`src/rtl/muldiv_pkg.sv`:
```
// Shared types for the muldiv arbiter: FSM states, MULDIV op codes and the latched request.
// Width macros normally come from the project defines; these guarded defaults cover standalone builds.
`ifndef XLEN
`define XLEN 32
`endif
`ifndef HART_ID_W
`define HART_ID_W 2
`endif
`ifndef REG_ADDR_W
`define REG_ADDR_W 5
`endif

package muldiv_pkg;
  localparam int XLEN       = `XLEN;
  localparam int HART_ID_W  = `HART_ID_W;
  localparam int REG_ADDR_W = `REG_ADDR_W;

  typedef enum logic [2:0] {
    OP_MUL    = 3'd0,
    OP_MULH   = 3'd1,
    OP_MULHSU = 3'd2,
    OP_MULHU  = 3'd3,
    OP_DIV    = 3'd4,
    OP_DIVU   = 3'd5,
    OP_REM    = 3'd6,
    OP_REMU   = 3'd7
  } muldiv_op_e;

  typedef enum logic [1:0] {S_IDLE, S_ISSUE, S_WAIT, S_DRAIN} arb_state_e;

  typedef struct packed {
    logic [2:0]            op;
    logic [XLEN-1:0]       a;
    logic [XLEN-1:0]       b;
    logic [REG_ADDR_W-1:0] rd;
    logic [HART_ID_W-1:0]  hart;
  } muldiv_req_t;
endpackage

```
`src/rtl/rr_arbiter.sv`:
```
// Round-robin picker: grants the first requester at or above ptr, wrapping to the lowest.
module rr_arbiter #(
  parameter int N     = 4,
  parameter int PTR_W = (N > 1) ? $clog2(N) : 1
) (
  input  logic [N-1:0]     req,
  input  logic [PTR_W-1:0] ptr,
  output logic [N-1:0]     grant
);
  logic [N-1:0] ge_ptr, hi, pick;

  always_comb begin
    ge_ptr = ~((N'(1) << ptr) - N'(1));
    hi     = req & ge_ptr;
    pick   = (|hi) ? hi : req;
    // isolate lowest set bit
    grant  = pick & (~pick + N'(1));
  end
endmodule

```
`src/rtl/muldiv_arbiter.sv`:
```
// Shares one multi-cycle mul/div unit among NUM_HARTS requesters, one op in flight at a time.
module muldiv_arbiter
  import muldiv_pkg::*;
#(
  parameter int NUM_HARTS = 4
) (
  input  logic                                  clk,
  input  logic                                  rst_n,
  input  logic [NUM_HARTS-1:0]                  req_valid,
  input  logic [NUM_HARTS-1:0][2:0]             req_op,
  input  logic [NUM_HARTS-1:0][XLEN-1:0]        req_a,
  input  logic [NUM_HARTS-1:0][XLEN-1:0]        req_b,
  input  logic [NUM_HARTS-1:0][REG_ADDR_W-1:0]  req_rd,
  output logic [NUM_HARTS-1:0]                  req_ready,
  input  logic [NUM_HARTS-1:0]                  hart_flush,
  output logic [NUM_HARTS-1:0]                  rsp_valid,
  output logic [XLEN-1:0]                       rsp_result,
  output logic [REG_ADDR_W-1:0]                 rsp_rd,
  output logic                                  muldiv_start,
  output logic [2:0]                            muldiv_op,
  output logic [XLEN-1:0]                       muldiv_a,
  output logic [XLEN-1:0]                       muldiv_b,
  output logic [HART_ID_W-1:0]                  muldiv_hart_id,
  output logic [REG_ADDR_W-1:0]                 muldiv_rd,
  input  logic                                  muldiv_busy,
  input  logic                                  muldiv_done,
  input  logic [XLEN-1:0]                       muldiv_result,
  input  logic [HART_ID_W-1:0]                  muldiv_done_hart_id,
  input  logic [REG_ADDR_W-1:0]                 muldiv_done_rd,
  output logic                                  arb_busy,
  output logic                                  err_sticky
);
  arb_state_e             state_q, state_d;
  logic [HART_ID_W-1:0]   rr_ptr;
  muldiv_req_t            cur, nxt;
  logic                   discard;
  logic [NUM_HARTS-1:0]   arb_req, grant, hart_oh;
  logic [HART_ID_W-1:0]   win_id;
  logic                   done_ok, err_set, flush_cur;

  // rsp_rd always comes from the latched request, the unit's echo is not needed
  logic unused_done_rd;
  assign unused_done_rd = ^muldiv_done_rd;

  assign arb_req = (rst_n && state_q == S_IDLE && !muldiv_busy) ? (req_valid & ~hart_flush) : '0;

  rr_arbiter #(.N(NUM_HARTS), .PTR_W(HART_ID_W)) u_rr (
    .req   (arb_req),
    .ptr   (rr_ptr),
    .grant (grant)
  );

  always_comb begin
    win_id = '0;
    for (int i = 0; i < NUM_HARTS; i++)
      if (grant[i]) win_id = HART_ID_W'(i);
  end

  always_comb begin
    nxt      = '0;
    nxt.op   = req_op[win_id];
    nxt.a    = req_a[win_id];
    nxt.b    = req_b[win_id];
    nxt.rd   = req_rd[win_id];
    nxt.hart = win_id;
  end

  assign req_ready      = grant;
  assign arb_busy       = (state_q != S_IDLE);
  assign muldiv_start   = (state_q == S_ISSUE);
  assign muldiv_op      = cur.op;
  assign muldiv_a       = cur.a;
  assign muldiv_b       = cur.b;
  assign muldiv_hart_id = cur.hart;
  assign muldiv_rd      = cur.rd;

  assign hart_oh   = NUM_HARTS'(1) << cur.hart;
  assign flush_cur = hart_flush[cur.hart];
  assign done_ok   = (state_q == S_WAIT) && muldiv_done && (muldiv_done_hart_id == cur.hart);
  // a done the FSM is not waiting for, or tagged for another hart, is a protocol error
  assign err_set   = muldiv_done && ((state_q != S_WAIT) || (muldiv_done_hart_id != cur.hart));

  always_comb begin
    state_d = state_q;
    case (state_q)
      S_IDLE:  if (|grant) state_d = S_ISSUE;
      S_ISSUE: state_d = S_WAIT;
      S_WAIT:  if (done_ok) state_d = S_DRAIN;
      S_DRAIN: if (!muldiv_busy) state_d = S_IDLE;
      default: state_d = S_IDLE;
    endcase
  end

  always_ff @(posedge clk or negedge rst_n) begin
    if (!rst_n) begin
      state_q    <= S_IDLE;
      rr_ptr     <= '0;
      cur        <= '0;
      discard    <= 1'b0;
      rsp_valid  <= '0;
      rsp_result <= '0;
      rsp_rd     <= '0;
      err_sticky <= 1'b0;
    end else begin
      state_q   <= state_d;
      rsp_valid <= '0;
      if (|grant) begin
        cur     <= nxt;
        rr_ptr  <= (win_id == HART_ID_W'(NUM_HARTS - 1)) ? '0 : win_id + 1'b1;
        discard <= 1'b0;
      end else if ((state_q == S_ISSUE || state_q == S_WAIT) && flush_cur) begin
        discard <= 1'b1;
      end
      if (done_ok) begin
        rsp_result <= muldiv_result;
        rsp_rd     <= cur.rd;
        // a flush landing in the done cycle itself still suppresses the pulse
        if (!(discard || flush_cur)) rsp_valid <= hart_oh;
      end
      if (err_set) err_sticky <= 1'b1;
    end
  end
endmodule

```
`config.mk`:
```
export PLATFORM = sky130hd
export DESIGN_NAME = muldiv_arbiter
export DESIGN_NICKNAME = d
export VERILOG_FILES = /design/src/rtl/muldiv_pkg.sv /design/src/rtl/rr_arbiter.sv /design/src/rtl/muldiv_arbiter.sv
export SDC_FILE = /design/constraint.sdc
export NUM_CORES = 1
export LEC_CHECK = 0
export ABC_AREA = 1
export CAP_MARGIN = 20
export CORE_AREA = 5 5 176 178
export CTS_CLUSTER_DIAMETER = 30
export DETAILED_ROUTE_END_ITERATION = 10
export DIE_AREA = 0 0 181 183
export PLACE_DENSITY = 0.66
export REMOVE_ABC_BUFFERS = 1
export SLEW_MARGIN = 20
export SYNTH_ARGS = -nofsm -noshare
export SYNTH_HDL_FRONTEND = slang
export SYNTH_SLANG_ARGS = --single-unit
```
`constraint.sdc`:
```
create_clock -name clk -period 2.4 [get_ports clk]
set_input_delay 0.48 -clock clk [delete_from_list [all_inputs] [get_ports clk]]
set_output_delay 0.48 -clock clk [all_outputs]
set_load 0.02 [all_outputs]
```
== After elaboration in Yosys (flattened, before gate mapping) ==
Cells that the tools add are included.
W data, S select, Z words.

* Bits in registers: 121
* Input port bits: 339
* Word-level logic and storage cells: 75

* Add/subtract/negate cells: 3
* Order comparisons: 2
* Equal/unequal tests: 10
* Shift operators: 2
* Mux-type cells: 24
* Bitwise operators: 6
* Reduce and logical (&&, ||, !) cells: 16

{| class="wikitable"
|+ Operator list
! operator !! number
|-
| $bmux W32 S2 || 2
|-
| $mux W32 || 2
|-
| $mux W4 || 4
|-
| $and A4 B4 Y4 || 3
|-
| $mux W2 || 6
|-
| $not A4 Y4 || 3
|-
| $bmux W5 S2 || 1
|-
| $pmux W2 S4 || 1
|-
| $reduce_or A4 Y1 || 2
|-
| $shl A1 B2 Y4 const A || 2
|-
| $bmux W3 S2 || 1
|-
| $eq A2 B2 Y1 const B || 3
|-
| $logic_and A1 B1 Y1 || 6
|-
| $lt A2 B3 Y1 const B || 2
|-
| $ne A2 B2 Y1 const B || 3
|-
| $mux W5 || 1
|-
| $add A4 B1 Y4 const B || 1
|-
| $mux W1 || 4
|-
| $reduce_bool A2 Y1 || 2
|-
| $sub A4 B2 Y4 const B || 1
|-
| $logic_or A1 B1 Y1 || 3
|-
| $mux W3 || 1
|-
| $reduce_and A3 Y1 || 1
|-
| $add A2 B1 Y2 const B || 1
|-
| other kinds (7) || 7
|}

== Depth between registers and ports, before layout ==
Gate-level depths: netlist (run 1).

* Depth after elaboration: 15
* Depth in mapped cells: 17
* Gate-level depth less buffers: 15

== Cells and area by module ==
A second synthesis (run 1) with hierarchy kept.

* Cells, all modules: 967
* Area, all modules: 6,925.4 um^2

{| class="wikitable"
|+ By module, submodules not included
! module !! instances !! cells each !! area each (um^2) !! sequential area each (um^2)
|-
| muldiv_arbiter || 1 || 949 || 6,846.6 || 3,027.9
|-
| rr_arbiter || 1 || 18 || 78.8 || 0.0
|}

== Least setup slack after synthesis (run 1) ==
OpenSTA, ideal clock, no wires.

* Path kind: register to register
* From: reg state_q[0]
* To: reg cur (netlist bit muldiv_a[22])
* Setup time: 116 ps
* Data arrival time: 2,181 ps
* Data required time: 2,284 ps
* Setup slack: 102 ps
* Stages on the path, launching flop included: 17
* Buffers on the path: 2
* Path through: dfrtp_1 inv_1 ha_1 nand2_1 nor2_4 nand3_1 nand2_1 nor2_1 nand2_1 nand2_2 nor2_4 o21ai_4 nand2_1 buf_4 buf_4 nand2_1 nand2_1

* Elaborated cells between the ends (all ways): 16
* Classes of those cells: add/sub (1); mux (7); bitwise (3); reduce/logical (5)

{| class="wikitable"
|+ RTL lines
! item !! line !! text
|-
| start, declared || muldiv_arbiter.sv:33 || <nowiki>arb_state_e state_q, state_d;</nowiki>
|-
| start signal, assigned || muldiv_arbiter.sv:105 || <nowiki>state_q <= state_d;</nowiki>
|-
| $logic_not A2 Y1 (*) || muldiv_arbiter.sv:45 || <nowiki>assign arb_req = (rst_n && state_q == S_IDLE && !muldiv_busy) ? (req_valid & ~hart_flush) : '0;</nowiki>
|-
| $logic_and A1 B1 Y1 (*) (2 in a row) || muldiv_arbiter.sv:45 ||
|-
| $mux W4 (*) || muldiv_arbiter.sv:45 ||
|-
| $and A4 B4 Y4 || rr_arbiter.sv:14 || <nowiki>hi = req & ge_ptr;</nowiki>
|-
| $reduce_or A4 Y1 || rr_arbiter.sv:15 || <nowiki>pick = (|hi) ? hi : req;</nowiki>
|-
| $mux W4 (*) || rr_arbiter.sv:15 ||
|-
| $not A4 Y4 || rr_arbiter.sv:17 || <nowiki>grant = pick & (~pick + N'(1));</nowiki>
|-
| $add A4 B1 Y4 || rr_arbiter.sv:17 ||
|-
| $and A4 B4 Y4 (*) || rr_arbiter.sv:17 ||
|-
| net req_ready[0] || muldiv_arbiter.sv:14 || <nowiki>output logic [NUM_HARTS-1:0] req_ready,</nowiki>
|-
| $reduce_or A4 Y1 (*) || muldiv_arbiter.sv:107 || <nowiki>if (|grant) begin</nowiki>
|-
| end signal, assigned || muldiv_arbiter.sv:108 || <nowiki>cur <= nxt;</nowiki>
|-
| end, declared || muldiv_arbiter.sv:35 || <nowiki>muldiv_req_t cur, nxt;</nowiki>
|}

Mark *: on every way through the listed nets, which the timed path passes. The rest lies on a longest branch. The select of a mux whose other input is x is not followed.
A chain may end at the register's enable or synchronous reset.

== Final worst setup path (run 1) ==
* From: reg state_q[1]
* To: out req_ready[2]

* Cells in the longest elaborated chain, start to end: 10

{| class="wikitable"
|+ Ends and longest elaborated chain
! item !! line
|-
| $logic_not A2 Y1 (*) || muldiv_arbiter.sv:45
|-
| $logic_and A1 B1 Y1 (*) (2 in a row) || muldiv_arbiter.sv:45
|-
| $mux W4 (*) || muldiv_arbiter.sv:45
|-
| $and A4 B4 Y4 || rr_arbiter.sv:14
|-
| $reduce_or A4 Y1 || rr_arbiter.sv:15
|-
| $mux W4 (*) || rr_arbiter.sv:15
|-
| $not A4 Y4 || rr_arbiter.sv:17
|-
| $add A4 B1 Y4 || rr_arbiter.sv:17
|-
| $and A4 B4 Y4 (*) || rr_arbiter.sv:17
|-
| end, declared || muldiv_arbiter.sv:14
|}

Every way passes the cells marked *; elsewhere a longest branch is shown, timed or not.

==> summary.txt, run 1 <==
Register share of total power = 0.257
Tmin final = 2590 ps
Die Wd = 181 µm
H-tree depth = 4
Die area = 33100 µm²
Average wire per standard cell = 17.1 µm
Slew Limit Fails = 0
RSZ-0062 raised after global routing = yes
Post-Syn Instances = 1318
CP Data Required Time = 1920 ps
Fin cells = 2235
Internal power = 8.18 mW
Reg2reg path depth = 19
Clock net sink count = 121
Post-Route WL = 38300 µm
Final worst-path cycle share = 1.08
Vias per std cell = 4.48
Leak = 8.35 nW
Final setup violation count = 79
Largest fanout on the critical path = 6
YS warnings = 0
Placed cell count = 2153
Latest clock arrival within the worst-skew pair = 410 ps
Initial antenna violation count = 0
Crit start category = flop
Reg-to-reg startpoint = state_q[1]$_DFFE_PN0P_
Status = complete, but fails checks
Cell Area, Synth = 8190 µm²
Setup CP Type = reg -> out
Combinational cell fraction of total power = 0.553
Row cnt = 63
Die height = 183 µm
Synth Register Bits = 121
I/O Pins = 461
Commonest non-fill, non-tap cell in the layout = nand2_1
Share of cells above drive strength 1 = 0.159
Clk slew on worst S/H paths = 70 ps
Routability congestion estimate = 0.929
Final core occ = 0.540
Slew headroom = 0.564
Initial DRC Count = 461
Area delta synth->final = 92.9%
Worst VDD drop = 0.000442 V
Global-route wire length before repair = 57700 µm
Crit path DAT = 2110 ps
Total core area = 29200 µm²
Vias in the first global route = 10243
CTS tree = built
Largest cells by area after synthesis = dfrtp_1, nand2_1, inv_1
Area leader, netlist = dfrtp_1
Largest net degree at the start of global routing = 73
Hold_buf cts = 0
Num CTS Buffers = 17
Fmax achieved = 386 MHz
Via Count = 10019
Register area share after synthesis = 0.370
Worst R2R End = muldiv_b[5]$_DFFE_PN0P_
Violated checks = setup timing
Final ANT Viol Nets = 0
Max-Cap Viols = 0
Grt total ovfl = 0
Mean Syn Cell Area = 6.21 µm²
DP HPWL = 24800 µm
Clock power frac = 0.191
Tightest Hold Check Type = in -> async
Distinct cells, synth = 26
Layout Skew = 9.29 ps
Share of the synthesized area in the top cell type = 0.370
Endpoint class of the critical path = output pin
Flop-to-flop setup slack = -160 ps
DRT Pass-1 Iters = 5
Initial Util = 0.280
Port-buffer cells = 455
Root Driver = clkbuf_16
Register area = 3030 µm²
DRC Markers = 0
Final net count = 2176
Worst-Margin Slew = 653 ps
Fillcell total = 2657
Net Switching = 5.44 mW
Switching share of power = 0.399
Most frequent cells in the layout = nand2_1, clkdlybuf4s50_1, inv_1, dfrtp_1, nand3_1
Setup ws final = -191 ps
Multi-input logic area = 4280 µm²
Final hold vios = 0
Power Density = 862 nW/µm²
CTS Buffer Depth = 2
Ant diodes = 0
Gr usage total = 0.223
## cell families after synthesis
logic type	synth area share
and+or+nand+nor	0.381
xor gates and xnor gates	0.00214
muxes	0.0509
AOI/OAI and AO/OA	0.0122
buffers and inverters	0.176
DFF	0.370
adders and majority gates	0.00764
## worst max-delay path by stage
stage	slack, ps	cells after the start	end	from
final	-190	11	req_ready[2]	state_q[1]$_DFFE_PN0P_
after floorplan	-2560	13	rr_ptr[0]$_DFFE_PN0P_	state_q[0]$_DFFE_PN0P_
after global routing	-330	11	req_ready[2]	state_q[1]$_DFFE_PN0P_
after global placement	-680	9	req_ready[3]	muldiv_busy
after detailed placement	-720	9	req_ready[2]	muldiv_busy
after CTS	-160	13	req_ready[1]	state_q[1]$_DFFE_PN0P_
## power by group through the flow
stage / sequential [mW] / combinational [mW] / clock [mW]
after detailed placement: 3.50 / 6.46 / 0
after CTS: 3.50 / 7.48 / 2.66
after global routing: 3.61 / 8.07 / 2.76
after floorplan: 4.50 / 1.98 / 0
final: 3.49 / 7.52 / 2.60
after global placement: 3.47 / 6.40 / 0
## synthesized netlist by cell type (all sizes together)
cell type / n
clkbuf: 18
mux2: 37
a21oi: 2
o211ai: 1
nand2: 592
inv: 305
ha: 5
buf: 45
a21o: 1
o21bai: 1
nor2: 15
xnor2: 2
nor3: 6
nand3: 154
nand4: 3
dfrtp: 121
o21ai: 9
or3: 1
## cell type report
cell class,count,share of cell area
Inverter,305,0.0735
Sequential cell,121,0.192
Clock buffer,17,0.0269
Clock inverter,15,0.0101
Tap cell,390,0.0309
Timing Repair Buffer,558,0.396
Multi-Input combinational cell,829,0.271
## state kept, by name, summed over array words and instances, names as in the netlist
name,cells
err_sticky,1
muldiv_rd,5
muldiv_hart_id,2
state_q,2
rsp_valid,4
rsp_result,32
rsp_rd,5
muldiv_a,32
rr_ptr,2
muldiv_op,3
discard,1
muldiv_b,32
## stage by stage
stage | instance area [µm²] | setup slack (ps) | hold slack [ps] | setup TNS, ps | total power, mW
after global placement | 13500 | -684 | 444 | -42180 | 9.87
after CTS | 15600 | -155 | 98.6 | -8340 | 13.6
after detailed placement | 13500 | -724 | 449 | -44120 | 9.97
after global routing | 15800 | -332 | 120 | -21620 | 14.4
after floorplan | 7890 | -2560 | 184 | -195400 | 6.48
final | 15800 | -191 | 107 | -10640 | 13.6
## worst max-delay path, cell delays in order (launching register included)
cell and delay, ps:
dfrtp_1 390, inv_2 90, ha_4 150, nand2_4 50, nor2_4 180, nand3_2 130
nand2_2 110, nor2_4 50, o21ai_4 210, nand3_2 140, inv_2 80, buf_6 110
## metal layers
metal,vias to the layer above,global-route usage,part of all wire
met5,-,0,0
met4,0,0.0718,0.026
met3,63,0.0609,0.086
met2,445,0.397,0.50
met1,4626,0.263,0.39
li1,4885,-,-
## what timing repair did
| action | in CTS | in global routing |
|---|---|---|
| resized for setup | 195 | 27 |
| setup buffers | 26 | 3 |
| setup endpoints to repair | 78 | 83 |
| gates cloned | 24 | 1 |
| pin swaps | 55 | 8 |
Power figures use the tool's default switching activity.
==> run 2, diff against run 1 <==
--- a/config.mk
+++ b/config.mk
@@ -8,11 +8,14 @@
 export ABC_AREA = 1
 export CAP_MARGIN = 20
 export CORE_AREA = 5 5 176 178
+export CTS_BUF_LIST = sky130_fd_sc_hd__clkbuf_8 sky130_fd_sc_hd__clkbuf_16
 export CTS_CLUSTER_DIAMETER = 30
 export DETAILED_ROUTE_END_ITERATION = 10
 export DIE_AREA = 0 0 181 183
+export GPL_ROUTABILITY_DRIVEN = 1
 export PLACE_DENSITY = 0.66
 export REMOVE_ABC_BUFFERS = 1
+export SKIP_CTS_REPAIR_TIMING = 1
 export SLEW_MARGIN = 20
 export SYNTH_ARGS = -nofsm -noshare
 export SYNTH_HDL_FRONTEND = slang
==> summary.txt, run 2 (synthesis results as in run 1) <==
Clock net sink count = 121 (unchanged)
Initial DRC Count = 478 (+3.7%)
Post-Route WL = 37900 µm (-0.97%)
Setup CP Type = reg -> reg
Vias per std cell = 4.49 (+0.19%)
Power Density = 861 nW/µm² (about the same)
Average wire per standard cell = 17.0 µm (-0.48%)
Final worst-path cycle share = 1.13 (+0.0471)
Ant diodes = 0 (unchanged)
Share of cells above drive strength 1 = 0.164 (+0.00477)
Register area = 3030 µm² (unchanged)
Multi-input logic area = 4360 µm² (+1.9%)
Gr usage total = 0.184 (-0.0393)
Fillcell total = 2717 (+2.3%)
Crit path DAT = 3060 ps (+950 ps)
Worst VDD drop = 0.000445 V (+0.55%)
Final hold vios = 0 (unchanged)
Final net count = 2165 (-0.51%)
Final core occ = 0.529 (-0.0110)
Tightest Hold Check Type = in -> async
Clk slew on worst S/H paths = 70 ps (about the same)
Vias in the first global route = 9430 (-7.9%)
Grt total ovfl = 0 (unchanged)
Setup ws final = -304 ps (-113 ps)
Initial Util = 0.280 (unchanged)
RSZ-0062 raised after global routing = yes
CTS Buffer Depth = 2 (unchanged)
Commonest non-fill, non-tap cell in the layout = nand2_1
Row cnt = 63 (unchanged)
Largest net degree at the start of global routing = 73 (unchanged)
Slew headroom = 0.550 (-0.0142)
Total power = 13.3 mW (-2.1%)
H-tree depth = 4 (unchanged)
Tmin final = 2700 ps (+113 ps)
Slew Limit Fails = 0 (unchanged)
Port-buffer cells = 455 (unchanged)
Layout Skew = 10.7 ps (+1.37 ps)
Crit start category = flop
Final setup violation count = 81 (+2.5%)
DRC Markers = 0 (unchanged)
Die area = 33100 µm² (unchanged)
DRT Pass-1 Iters = 5 (unchanged)
Max-Cap Viols = 0 (unchanged)
DP HPWL = 24800 µm (unchanged)
Endpoint class of the critical path = flop
Num CTS Buffers = 17 (unchanged)
Root Driver = clkbuf_16
Final ANT Viol Nets = 0 (unchanged)
Leak = 8.17 nW (-2.2%)
Fmax achieved = 370 MHz (-4.2%)
Status = complete, but fails checks
Die Wd = 181 µm (unchanged)
Latest clock arrival within the worst-skew pair = 420 ps (about the same)
Violated checks = setup timing
Total core area = 29200 µm² (unchanged)
CTS tree = built
Via Count = 9989 (-0.30%)
Largest fanout on the critical path = 8 (+2)
Most frequent cells in the layout = nand2_1, clkdlybuf4s50_1, inv_1, dfrtp_1, nand3_1
Worst-Margin Slew = 675 ps (+21.3 ps)
Area delta synth->final = 89.0%
CP Data Required Time = 2750 ps (+830 ps)
Global-route wire length before repair = 49500 µm (-14%)
I/O Pins = 461 (unchanged)
Initial antenna violation count = 0 (unchanged)
Routability congestion estimate = 0.929 (unchanged)
Die height = 183 µm (unchanged)
-- run 2: changes by cell type in the layout (fill, tap and decap cells not counted), moves of 3 or more --
| cell | before | now |
|---|---|---|
| nand2_2 | 30 | 36 |
| nand2_4 | 19 | 26 |
| bufbuf_16 | 3 | 0 |
| nand3_1 | 108 | 99 |
| buf_8 | 2 | 6 |
| buf_16 | 26 | 1 |
| nand2_1 | 541 | 529 |
| clkbuf_16 | 18 | 31 |
| nand3_2 | 44 | 54 |
-- run 2: worst paths after layout --
| path | slack, ps | from | depth (start not counted) | endpoint |
|---|---|---|---|---|
| worst max register to register | -300 | state_q[1]$_DFFE_PN0P_ | 19 | muldiv_b[8]$_DFFE_PN0P_ |
| worst min register to register | 460 | err_sticky$_DFFE_PN0P_ | 1 | err_sticky$_DFFE_PN0P_ |
| max in group asynchronous | 650 | rst_n | 4 | muldiv_a[17]$_DFFE_PN0P_ |
| worst max-delay path | -300 | state_q[1]$_DFFE_PN0P_ | 19 | muldiv_b[8]$_DFFE_PN0P_ |
| worst min-delay path | 110 | rst_n | 2 | rsp_result[11]$_DFFE_PN0P_ |
| min in group clk | 460 | err_sticky$_DFFE_PN0P_ | 1 | err_sticky$_DFFE_PN0P_ |
-- run 2: metrics by stage --
| stage | hold slack, ps | TNS (ps) | std cells | setup slack [ps] | cell area, µm² |
|---|---|---|---|---|---|
| after floorplan | 184 | -195400 | 1255 | -2560 | 7890 |
| after global placement | 444 | -42180 | 2153 | -684 | 13500 |
| after detailed placement | 449 | -44120 | 2153 | -724 | 13500 |
| after CTS | 84.7 | -25700 | 2185 | -924 | 14100 |
| after global routing | 118 | -29980 | 2224 | -447 | 15500 |
| final | 107 | -16970 | 2224 | -304 | 15500 |
-- run 2: critical path, stage by stage (launching register included) --
cell and delay [ps]:
dfrtp_1 400, inv_2 90, ha_4 150, nand2_4 50, nor2_4 210, nand3_2 130
nand2_2 120, nor2_4 50, buf_6 130, nand2_2 70, nand2_2 70, buf_6 120
o21ai_4 340, buf_6 170, buf_12 140, buf_12 140, nand3_1 70, nand2_1 70
nand2_1 50, nand2_1 50
-- run 2: cell type report --
cell class | count | area share
clock buffer | 17 | 0.0275
sequential | 121 | 0.196
timing repair buffer | 547 | 0.378
tap | 390 | 0.0315
inverter | 305 | 0.0749
clock inverter | 15 | 0.0103
multi-input combinational | 829 | 0.282
-- run 2: report_power, final --
part | switching [mW] | internal (mW) | total (mW)
sequential | 0.527 | 2.95 | 3.48
clock | 1.12 | 1.47 | 2.59
combinational | 3.73 | 3.54 | 7.26
total | 5.37 | 7.96 | 13.3
-- run 2: routing by layer --
metal / share of wire / up-vias / GRT usage
li1: - / 4859 / -
met1: 0.40 / 4615 / 0.219
met2: 0.49 / 456 / 0.326
met3: 0.077 / 59 / 0.0494
met4: 0.030 / 0 / 0.0558
met5: 0 / - / 0
